--- src/rtl/mul_div_unit_pkg.sv ---
// mul_div_unit_pkg: opcode encodings, FSM states and opcode decode helpers for the MDU
package mul_div_unit_pkg;

    localparam logic [2:0] MDU_OP_MULT  = 3'b000;
    localparam logic [2:0] MDU_OP_MULTU = 3'b001;
    localparam logic [2:0] MDU_OP_DIV   = 3'b010;
    localparam logic [2:0] MDU_OP_DIVU  = 3'b011;
    localparam logic [2:0] MDU_OP_MTHI  = 3'b100;
    localparam logic [2:0] MDU_OP_MTLO  = 3'b101;

    typedef enum logic [1:0] {
        ST_IDLE = 2'd0,
        ST_ITER = 2'd1,
        ST_FIX  = 2'd2
    } mdu_state_e;

    function automatic logic is_iter_op(input logic [2:0] op);
        return op inside {MDU_OP_MULT, MDU_OP_MULTU, MDU_OP_DIV, MDU_OP_DIVU};
    endfunction

    function automatic logic is_div_op(input logic [2:0] op);
        return op == MDU_OP_DIV || op == MDU_OP_DIVU;
    endfunction

    function automatic logic is_signed_op(input logic [2:0] op);
        return op == MDU_OP_MULT || op == MDU_OP_DIV;
    endfunction

endpackage

--- src/rtl/mul_div_unit_iter_step.sv ---
// mdu_iter_step: one combinational radix-2 step, shift-add multiply or restoring-divide trial subtract
module mdu_iter_step #(
    parameter int WIDTH = 32
) (
    input  logic             i_div,
    input  logic [WIDTH-1:0] i_hi,
    input  logic [WIDTH-1:0] i_lo,
    input  logic [WIDTH-1:0] i_op2,
    output logic [WIDTH-1:0] o_hi,
    output logic [WIDTH-1:0] o_lo
);

    logic [WIDTH:0] w_sum;
    logic [WIDTH:0] w_rem;
    logic [WIDTH:0] w_diff;
    logic           w_fit;

    // multiply: lo holds the multiplier, consumed LSB first while the product shifts in from the top
    assign w_sum  = {1'b0, i_hi} + (i_lo[0] ? {1'b0, i_op2} : '0);
    // divide: lo holds the dividend, consumed MSB first while quotient bits shift in from the bottom
    assign w_rem  = {i_hi, i_lo[WIDTH-1]};
    assign w_diff = w_rem - {1'b0, i_op2};
    assign w_fit  = ~w_diff[WIDTH];

    assign o_hi = i_div ? (w_fit ? w_diff[WIDTH-1:0] : w_rem[WIDTH-1:0]) : w_sum[WIDTH:1];
    assign o_lo = i_div ? {i_lo[WIDTH-2:0], w_fit} : {w_sum[0], i_lo[WIDTH-1:1]};

endmodule

--- src/rtl/mul_div_unit.sv ---
// mul_div_unit: iterative MULT/MULTU/DIV/DIVU plus MTHI/MTLO with architectural HI/LO.
// Define MDU_DIV_EN to build the divider; without it DIV/DIVU complete at once and leave HI/LO alone.
module mul_div_unit
    import mul_div_unit_pkg::*;
#(
    parameter int WIDTH = 32,
    parameter int CNT_W = 6
) (
    input  logic             clk,
    input  logic             rst,
    input  logic [WIDTH-1:0] x,
    input  logic [WIDTH-1:0] y,
    input  logic [2:0]       MDUOp,
    input  logic             start,
    output logic             busy,
    output logic             done,
    output logic             dz,
    output logic [WIDTH-1:0] hi,
    output logic [WIDTH-1:0] lo
);

`ifdef MDU_DIV_EN
    localparam bit DIV_EN = 1'b1;
`else
    localparam bit DIV_EN = 1'b0;
`endif

    mdu_state_e         r_state;
    logic [CNT_W-1:0]   r_cnt;
    logic [WIDTH-1:0]   r_wh, r_wl, r_b, r_hi, r_lo;
    logic               r_div, r_dzp, r_neg_q, r_neg_r;
    logic               r_busy, r_done, r_dz;
    logic               w_x_neg, w_y_neg, w_div, w_y_zero;
    logic [WIDTH-1:0]   w_ax, w_ay, w_step_hi, w_step_lo;
    logic [2*WIDTH-1:0] w_prod, w_prod_fix;

    assign w_x_neg    = is_signed_op(MDUOp) & x[WIDTH-1];
    assign w_y_neg    = is_signed_op(MDUOp) & y[WIDTH-1];
    assign w_ax       = w_x_neg ? -x : x;
    assign w_ay       = w_y_neg ? -y : y;
    assign w_div      = is_div_op(MDUOp) & DIV_EN;
    assign w_y_zero   = y == '0;
    assign w_prod     = {r_wh, r_wl};
    assign w_prod_fix = r_neg_q ? -w_prod : w_prod;

    mdu_iter_step #(.WIDTH(WIDTH)) u_step (
        .i_div (r_div),
        .i_hi  (r_wh),
        .i_lo  (r_wl),
        .i_op2 (r_b),
        .o_hi  (w_step_hi),
        .o_lo  (w_step_lo)
    );

    always_ff @(posedge clk) begin
        if (rst) begin
            r_state <= ST_IDLE;
            r_cnt   <= '0;
            r_wh    <= '0;
            r_wl    <= '0;
            r_b     <= '0;
            r_hi    <= '0;
            r_lo    <= '0;
            r_div   <= 1'b0;
            r_dzp   <= 1'b0;
            r_neg_q <= 1'b0;
            r_neg_r <= 1'b0;
            r_busy  <= 1'b0;
            r_done  <= 1'b0;
            r_dz    <= 1'b0;
        end else begin
            r_done <= 1'b0;
            r_dz   <= 1'b0;
            case (r_state)
                ST_IDLE: if (start) begin
                    if (MDUOp == MDU_OP_MTHI) begin
                        r_hi   <= x;
                        r_done <= 1'b1;
                    end else if (MDUOp == MDU_OP_MTLO) begin
                        r_lo   <= x;
                        r_done <= 1'b1;
                    end else if (is_div_op(MDUOp) && !DIV_EN) begin
                        r_done <= 1'b1;
                    end else if (is_iter_op(MDUOp)) begin
                        // the step module adds r_b for multiply and subtracts it for divide
                        r_state <= (w_div && w_y_zero) ? ST_FIX : ST_ITER;
                        r_busy  <= 1'b1;
                        r_cnt   <= '0;
                        r_div   <= w_div;
                        r_dzp   <= w_div && w_y_zero;
                        r_b     <= w_div ? w_ay : w_ax;
                        r_wl    <= w_div ? w_ax : w_ay;
                        r_wh    <= (w_div && w_y_zero) ? x : '0;
                        r_neg_q <= w_x_neg ^ w_y_neg;
                        r_neg_r <= w_x_neg;
                    end
                end
                ST_ITER: begin
                    r_wh  <= w_step_hi;
                    r_wl  <= w_step_lo;
                    r_cnt <= r_cnt + CNT_W'(1);
                    if (r_cnt == CNT_W'(WIDTH - 1)) r_state <= ST_FIX;
                end
                ST_FIX: begin
                    r_state <= ST_IDLE;
                    r_busy  <= 1'b0;
                    r_done  <= 1'b1;
                    r_dz    <= r_dzp;
                    if (r_dzp) begin
                        r_hi <= r_wh;
                        r_lo <= '1;
                    end else if (r_div) begin
                        r_lo <= r_neg_q ? -r_wl : r_wl;
                        r_hi <= r_neg_r ? -r_wh : r_wh;
                    end else begin
                        {r_hi, r_lo} <= w_prod_fix;
                    end
                end
                default: r_state <= ST_IDLE;
            endcase
        end
    end

    assign busy = r_busy;
    assign done = r_done;
    assign dz   = r_dz;
    assign hi   = r_hi;
    assign lo   = r_lo;

endmodule

--- config.mk ---
export PLATFORM = sky130hd
export DESIGN_NAME = mul_div_unit
export DESIGN_NICKNAME = d
export VERILOG_FILES = /design/src/rtl/mul_div_unit_pkg.sv /design/src/rtl/mul_div_unit_iter_step.sv /design/src/rtl/mul_div_unit.sv
export SDC_FILE = /design/constraint.sdc
export NUM_CORES = 1
export LEC_CHECK = 0
export CAP_MARGIN = 5
export CORE_ASPECT_RATIO = 0.7
export CORE_MARGIN = 3
export CORE_UTILIZATION = 50
export CTS_BUF_LIST = sky130_fd_sc_hd__clkbuf_16
export DETAILED_ROUTE_END_ITERATION = 8
export GPL_TIMING_DRIVEN = 0
export HOLD_SLACK_MARGIN = 0.12
export PLACE_DENSITY_LB_ADDON = 0.12
export SLEW_MARGIN = 10
export SYNTH_ARGS = -nofsm -noshare
export SYNTH_HDL_FRONTEND = slang
export SYNTH_SLANG_ARGS = --single-unit
export TNS_END_PERCENT = 50
--- constraint.sdc ---
create_clock -name clk -period 3.7 [get_ports clk]
set_clock_uncertainty 0.05 [all_clocks]
set_input_delay 1.11 -clock clk [delete_from_list [all_inputs] [get_ports clk]]
set_output_delay 1.11 -clock clk [all_outputs]
set_load 0.01 [all_outputs]
==> results.json <==
{
  "run_status": "complete, but fails checks",
  "failed_checks": "setup timing",
  "first_global_vias": 11300,
  "finalCritPeriodShare_pct": 100,
  "mappedNetlistArea_sq_um": 11200,
  "globalRouteOverflowTotal": 0,
  "layout_setup_ws_ns": -0.0142,
  "placed_cell_area_sq_um": 12900,
  "top_level_ports": 137,
  "r2r_start": "r_wl[0]$_SDFFE_PP0P_",
  "layout.cells.most_common_list": "sky130_fd_sc_hd__nor2_1, sky130_fd_sc_hd__dfxtp_1, sky130_fd_sc_hd__nand2_1",
  "root_buffer": "sky130_fd_sc_hd__clkbuf_16",
  "cpPeakStageDelay_ns": 0.68,
  "detailedPlacementHpwl_um": 36400,
  "fin_tns_setup_ns": -0.0193,
  "critical_path_required_ns": 4.00,
  "worstPathCellList": "clkdlybuf4s50_1 -> nand2b_1 -> inv_1 -> a31oi_1 -> nor2_1 -> clkbuf_1 -> o21ai_0 -> a221oi_1",
  "antenna-diode-count": 0,
  "setup.worst_path.class": "input pin to register",
  "multiInputGateArea_sq_um": 7420,
  "reg2reg_depth": 11,
  "fin_util_pct": 62.2,
  "groute.usage.overall_pct": 37.7,
  "buf_inv_on_cp": 3,
  "clock_power_share_pct": 38.6,
  "routedLengthMet1_um": 20500,
  "place_ws_ns": -0.858,
  "routed_wire_length_per_instance_um": 24.1,
  "drt_wl_total_um": 46700,
  "nets": 1748,
  "critPathCaptureType": "register",
  "area_delta_synth_final_pct": 21.6,
  "cap_viol_max_count": 0,
  "cp.arrival_ns": 4.01,
  "power-per-cell-area_nw_per_um2": 331,
  "gpl.final_weighted_congestion": 0.997,
  "end_point_of_the_critical_path": "hi[24]$_SDFFE_PP0P_",
  "clkSinkCount": 171,
  "port_buffers": 132,
  "nets_in_the_synthesized_netlist": 1594,
  "crit_start": "MDUOp[1]",
  "yosys.area.top_type_share_pct": 30.6,
  "clockBufferDepth": 2,
  "netSwitchingPower_mw": 1.39,
  "layoutNonFillerInstCount": 1936,
  "n_fill_cell": 1994,
  "final_max_slew_viol_count": 0,
  "finalPower_mw": 4.50,
  "crit_path_start_kind": "input pin",
  "drt-initial-drc-count": 1924,
  "grt_pass1_wl_um": 69600,
  "seq_area_frac_synth_pct": 30.6,
  "fp.dieW_um": 185,
  "p_sw_share_pct": 30.9,
  "syn_inst": 1487,
  "synthesis.area_per_instance_sq_um": 7.52,
  "final_common_cell": "sky130_fd_sc_hd__nor2_1",
  "stdcell_area_sq_um": 13600,
  "synthTopCellsByArea": "sky130_fd_sc_hd__dfxtp_1, sky130_fd_sc_hd__a21oi_1, sky130_fd_sc_hd__xor2_1, sky130_fd_sc_hd__nor2_1, sky130_fd_sc_hd__nand2_1",
  "fmaxAchievable_mhz": 269,
  "flip_flop_and_latch_area_sq_um": 3430,
  "cp_max_fo": 10,
  "place.detailed.instances": 1902,
  "power_frac_comb_pct": 17.5,
  "hold_buf_cts": 0,
  "remaining_drc_errors": 0,
  "first_pass_iters": 6,
  "antenna_violations_before_repair": 0,
  "synth.distinct_cells": 68,
  "leakage_nw": 4.74,
  "final_layout_size_suffix_gt1_share_pct": 4.41,
  "floorplan.core_area_sq_um": 21800,
  "hold_violations": 0,
  "drt.antenna.violating_nets": 0,
  "timing.rr.end": "r_wh[17]$_SDFFE_PP0P_",
  "async_reset_ff_share_pct": 0,
  "final_count_of_negative_setup_slack_endpoints": 2,
  "met2_wirelength_um": 16800,
  "placementRows": 45,
  "die_height_um": 131,
  "pin_count_of_the_biggest_net_entering_global_routing": 17,
  "tritoncts_clock_tree": "yes",
  "internal_power_mw": 3.11,
  "ys_seq_elements": 171,
  "worst_path_dominant_cell_family": "buffers and inverters",
  "holdCritPathClass": "register to register",
  "vdd_drop_max_mv": 0.343,
  "synth-edff-count": 0,
  "via_count": 12700,
  "synth_warnings": 0,
  "slew_at_the_pin_closest_to_its_max_slew_limit_ns": 1.05,
  "via_per_inst": 6.57,
  "ys_dominant_reg_cell": "sky130_fd_sc_hd__dfxtp_1",
  "power_frac_seq_pct": 43.9,
  "synth_area_leader_cell": "sky130_fd_sc_hd__dfxtp_1",
  "top_signal_layer_used": "met4",
  "finalHoldWorstSlack_ns": 0.412,
  "rsz0062_at_grt": "false",
  "number_of_cells_on_the_worst_hold_path": 2,
  "crit_path_top_delay_cell": "sky130_fd_sc_hd__nor2_1",
  "die_area_sq_um": 24200,
  "start_util_pct": 51.2,
  "clock_buffers_created_by_tritoncts": 17,
  "maxSlewHeadroom_pct": 30.0,
  "cts-htree-levels": 4,
  "critical_path_depth": 8,
  "min_tclk_post_route_ns": 3.71,
  "routed-wl-met3_um": 8500,
  "clock_insertion_delay_worst_skew_ns": 0.44,
  "path_clk_slew_ns": 0.07,
  "setup.reg_to_reg.worst_slack_ns": 0.12
}
power by group through the flow:
stage          combinational, mW  sequential [mW]  clock, mW
3_3_place_gp               0.735             2.01          0
3_5_place_dp               0.745             2.01          0
4_1_cts                    0.746             1.97       1.74
5_1_grt                    0.837             1.98       1.81
6_report                   0.788             1.98       1.74
2_1_floorplan              0.414             1.99          0
synthesized netlist by cell type (all sizes together) (6+ instances only):
cell and instances:
a211o 6, a211oi 50, a21o 7, a21oi 143, a22oi 9, a311oi 8, a31oi 11, and2 43
and3 7, buf 13, clkbuf 83, dfxtp 171, ha 36, inv 35, nand2 152, nand2b 11
nand3 23, nand4 14, nor2 176, nor2b 10, nor3 41, nor4 16, o211ai 7, o21a 13
o21ai 93, o21bai 7, o221ai 26, o22ai 6, o31ai 28, o41ai 18, or2 8, or3 14
or4 13, xnor2 59, xor2 77
registers in the layout, summed over array words and instances, names as in the netlist:
register and flops:
hi 32, lo 32, r_b 32, r_wh 32, r_wl 32, r_cnt 6, r_state 2, busy 1
done 1, r_neg_q 1
how the worst min path moves through the flow:
stage	from	end	slack (ns)
floorplan	r_b[29]$_SDFFE_PP0P_	r_b[29]$_SDFFE_PP0P_	0.38
global placement	r_b[0]$_SDFFE_PP0P_	r_b[0]$_SDFFE_PP0P_	0.39
detailed placement	hi[9]$_SDFFE_PP0P_	hi[9]$_SDFFE_PP0P_	0.40
CTS	r_b[31]$_SDFFE_PP0P_	r_b[31]$_SDFFE_PP0P_	0.42
global route	hi[13]$_SDFFE_PP0P_	hi[13]$_SDFFE_PP0P_	0.44
finish	r_b[31]$_SDFFE_PP0P_	r_b[31]$_SDFFE_PP0P_	0.41
what timing repair did:
action / CTS / global route
buffers inserted: 1 / 2
pin swaps: 1 / 4
gates resized for setup: 15 / 18
setup endpoints to repair: 25 / 32
cloned: 0 / 0
layer usage:
layer  up-vias  global-route usage (%)
met5         -                       0
met1      6039                    58.9
met4         0                    8.16
met2       933                    45.1
met3        63                    18.3
li1       5684                       -
cells by family (layout without fill, tap and decap cells):
group           count (synthesis)  after routing  synth area share, %
simple gates                  543            543                 22.9
compound gates                463            463                 26.7
flops                         171            171                 30.6
xor+xnor                      136            136                 10.6
buf+inv                       131            298                 4.46
fa+ha+maj                      37             37                 4.21
mux                             5              5                0.447
other cells                     1              1               0.0335
worst reg2reg max path, delay by kind of cell, from the launching register on:
kind,cells,cell delay (ns)
fa+ha+maj,1,0.28
flops,1,0.48
buf+inv,1,0.40
simple gates,2,0.42
compound gates,6,1.54
xor+xnor,1,0.26
layout make-up:
type | instances | area share, %
buffer | 95 | 2.70
clock buffer | 17 | 3.13
clock inverter | 15 | 0.911
inverter | 35 | 0.966
multi-input combinational | 1185 | 54.6
sequential | 171 | 25.2
tap | 282 | 2.59
timing repair buffer | 136 | 9.92
No activity file was read; power rests on OpenSTA's default activity.
==> RTL edit (config.mk and constraints unchanged) <==
Re-encode `mdu_state_e` (3 states) as one-hot, 3 bits wide.
--- a/src/rtl/mul_div_unit_pkg.sv
+++ b/src/rtl/mul_div_unit_pkg.sv
@@ -9,8 +9,8 @@
     localparam logic [2:0] MDU_OP_MTLO  = 3'b101;
 
-    typedef enum logic [1:0] {
-        ST_IDLE = 2'd0,
-        ST_ITER = 2'd1,
-        ST_FIX  = 2'd2
+    typedef enum logic [2:0] {
+        ST_IDLE = 3'b001,
+        ST_ITER = 3'b010,
+        ST_FIX  = 3'b100
     } mdu_state_e;
 
Behaviour: no difference found for any inputs over 4 cycles, from zero or initial values and one cycle with rst high; so few cycles prove little.
==> RTL edit against the unedited design <==
The flow still finishes with violations (setup timing). Synthesized area shrank 2.2%. Worst setup slack gained 0.014 ns. Design area down 2.0%. Sequential cell count up 1. Via count is 11% lower. Wire length shrank 14%. Power up 1.2%. Synthesized cell count down 10%. Critical path type is now flop to flop. Highest routed layer unchanged.
==> RTL edit: results <==
[status]
status = finished with violations
violations = setup timing

[critical_path]
worstPathMaxFanout = 7
crit_family = simple AND/OR/NAND/NOR gates
slowest_delay_ns = 1.03

[synthesis]
synthMuxAreaShare_pct = 4.496
syn_inst = 1334
synth_compound_area_share_pct = 23.57
yosys.area_share.adder_pct = 4.302
syn_nets = 1441

[timing]
fin_ws_ns = -0.0005862
setup_viol = 1
setup_tns_ns = -0.0005862

[place]
port_buffers = 135
place_ws_ns = -0.6310
gp_congestion = 0.9919

[routing]
routed_wl_um = 39910
dr_wl_met2_um = 16040
wirelength_met1_um = 18110

[pwr]
p_leak_uw = 0.004823

[final_layout]
stdcell_count = 1778
nets = 1598

[global_route]
grt_pass1_wl_um = 59730
grt_usage_pct = 32.51
first_global_vias = 10440
## RTL edit: kinds of logic (layout without fill, tap and decap cells)
kind of cell | count (synthesis) | after routing
other | 1 | 1
xor gates and xnor gates | 146 | 146
buffers and inverters | 112 | 280
DFF | 172 | 172
adders and majority gates | 37 | 37
muxes | 49 | 49
and+or+nand+nor | 448 | 448
AOI/OAI and AO/OA | 369 | 369
## RTL edit: power breakdown
| group | internal [µW] | total, µW | switching, µW |
|---|---|---|---|
| Sequential | 1900 | 1950 | 46.6 |
| Combinational | 293 | 717 | 423 |
| Clock | 1120 | 1890 | 778 |
| Total | 3310 | 4560 | 1250 |
## RTL edit: path summary, 6_finish.rpt
| path | end | startpoint | slack, ns | cells after the start |
|---|---|---|---|---|
| worst max-delay path | hi[23] | r_wh[11] | -0.0006 | 7 |
| worst min-delay path | r_b[0] | r_b[0] | 0.41 | 2 |
| worst max register to register | hi[23] | r_wh[11] | -0.0006 | 7 |
| worst min register to register | r_b[0] | r_b[0] | 0.41 | 2 |
## RTL edit: cell type report
type	count	area (µm²)
Buffer	91	357.8
Clock buffer	17	425.4
Clock inverter	13	175.2
Fill cell	1868	7756
Inverter	20	75.07
Multi-Input combinational cell	1050	7124
Sequential cell	172	3445
Tap cell	276	345.3
Timing Repair Buffer	139	1381
## RTL edit: timing repair
item / in CTS / in global routing
resized for setup: 7 / 13
buffers inserted: 2 / 2
hold endpoints to repair: 0 / 0
pin swaps: 1 / 4
endpoints found under the setup margin: 39 / 20
## RTL edit: worst register-to-register path, cell delays in order, from the launching register on
cell,delay (ns)
dfxtp_1,0.41
or4_1,0.68
or3_1,0.42
nor3_1,0.53
nand3_1,0.14
o41ai_1,1.03
xor2_1,0.21
o22ai_1,0.09
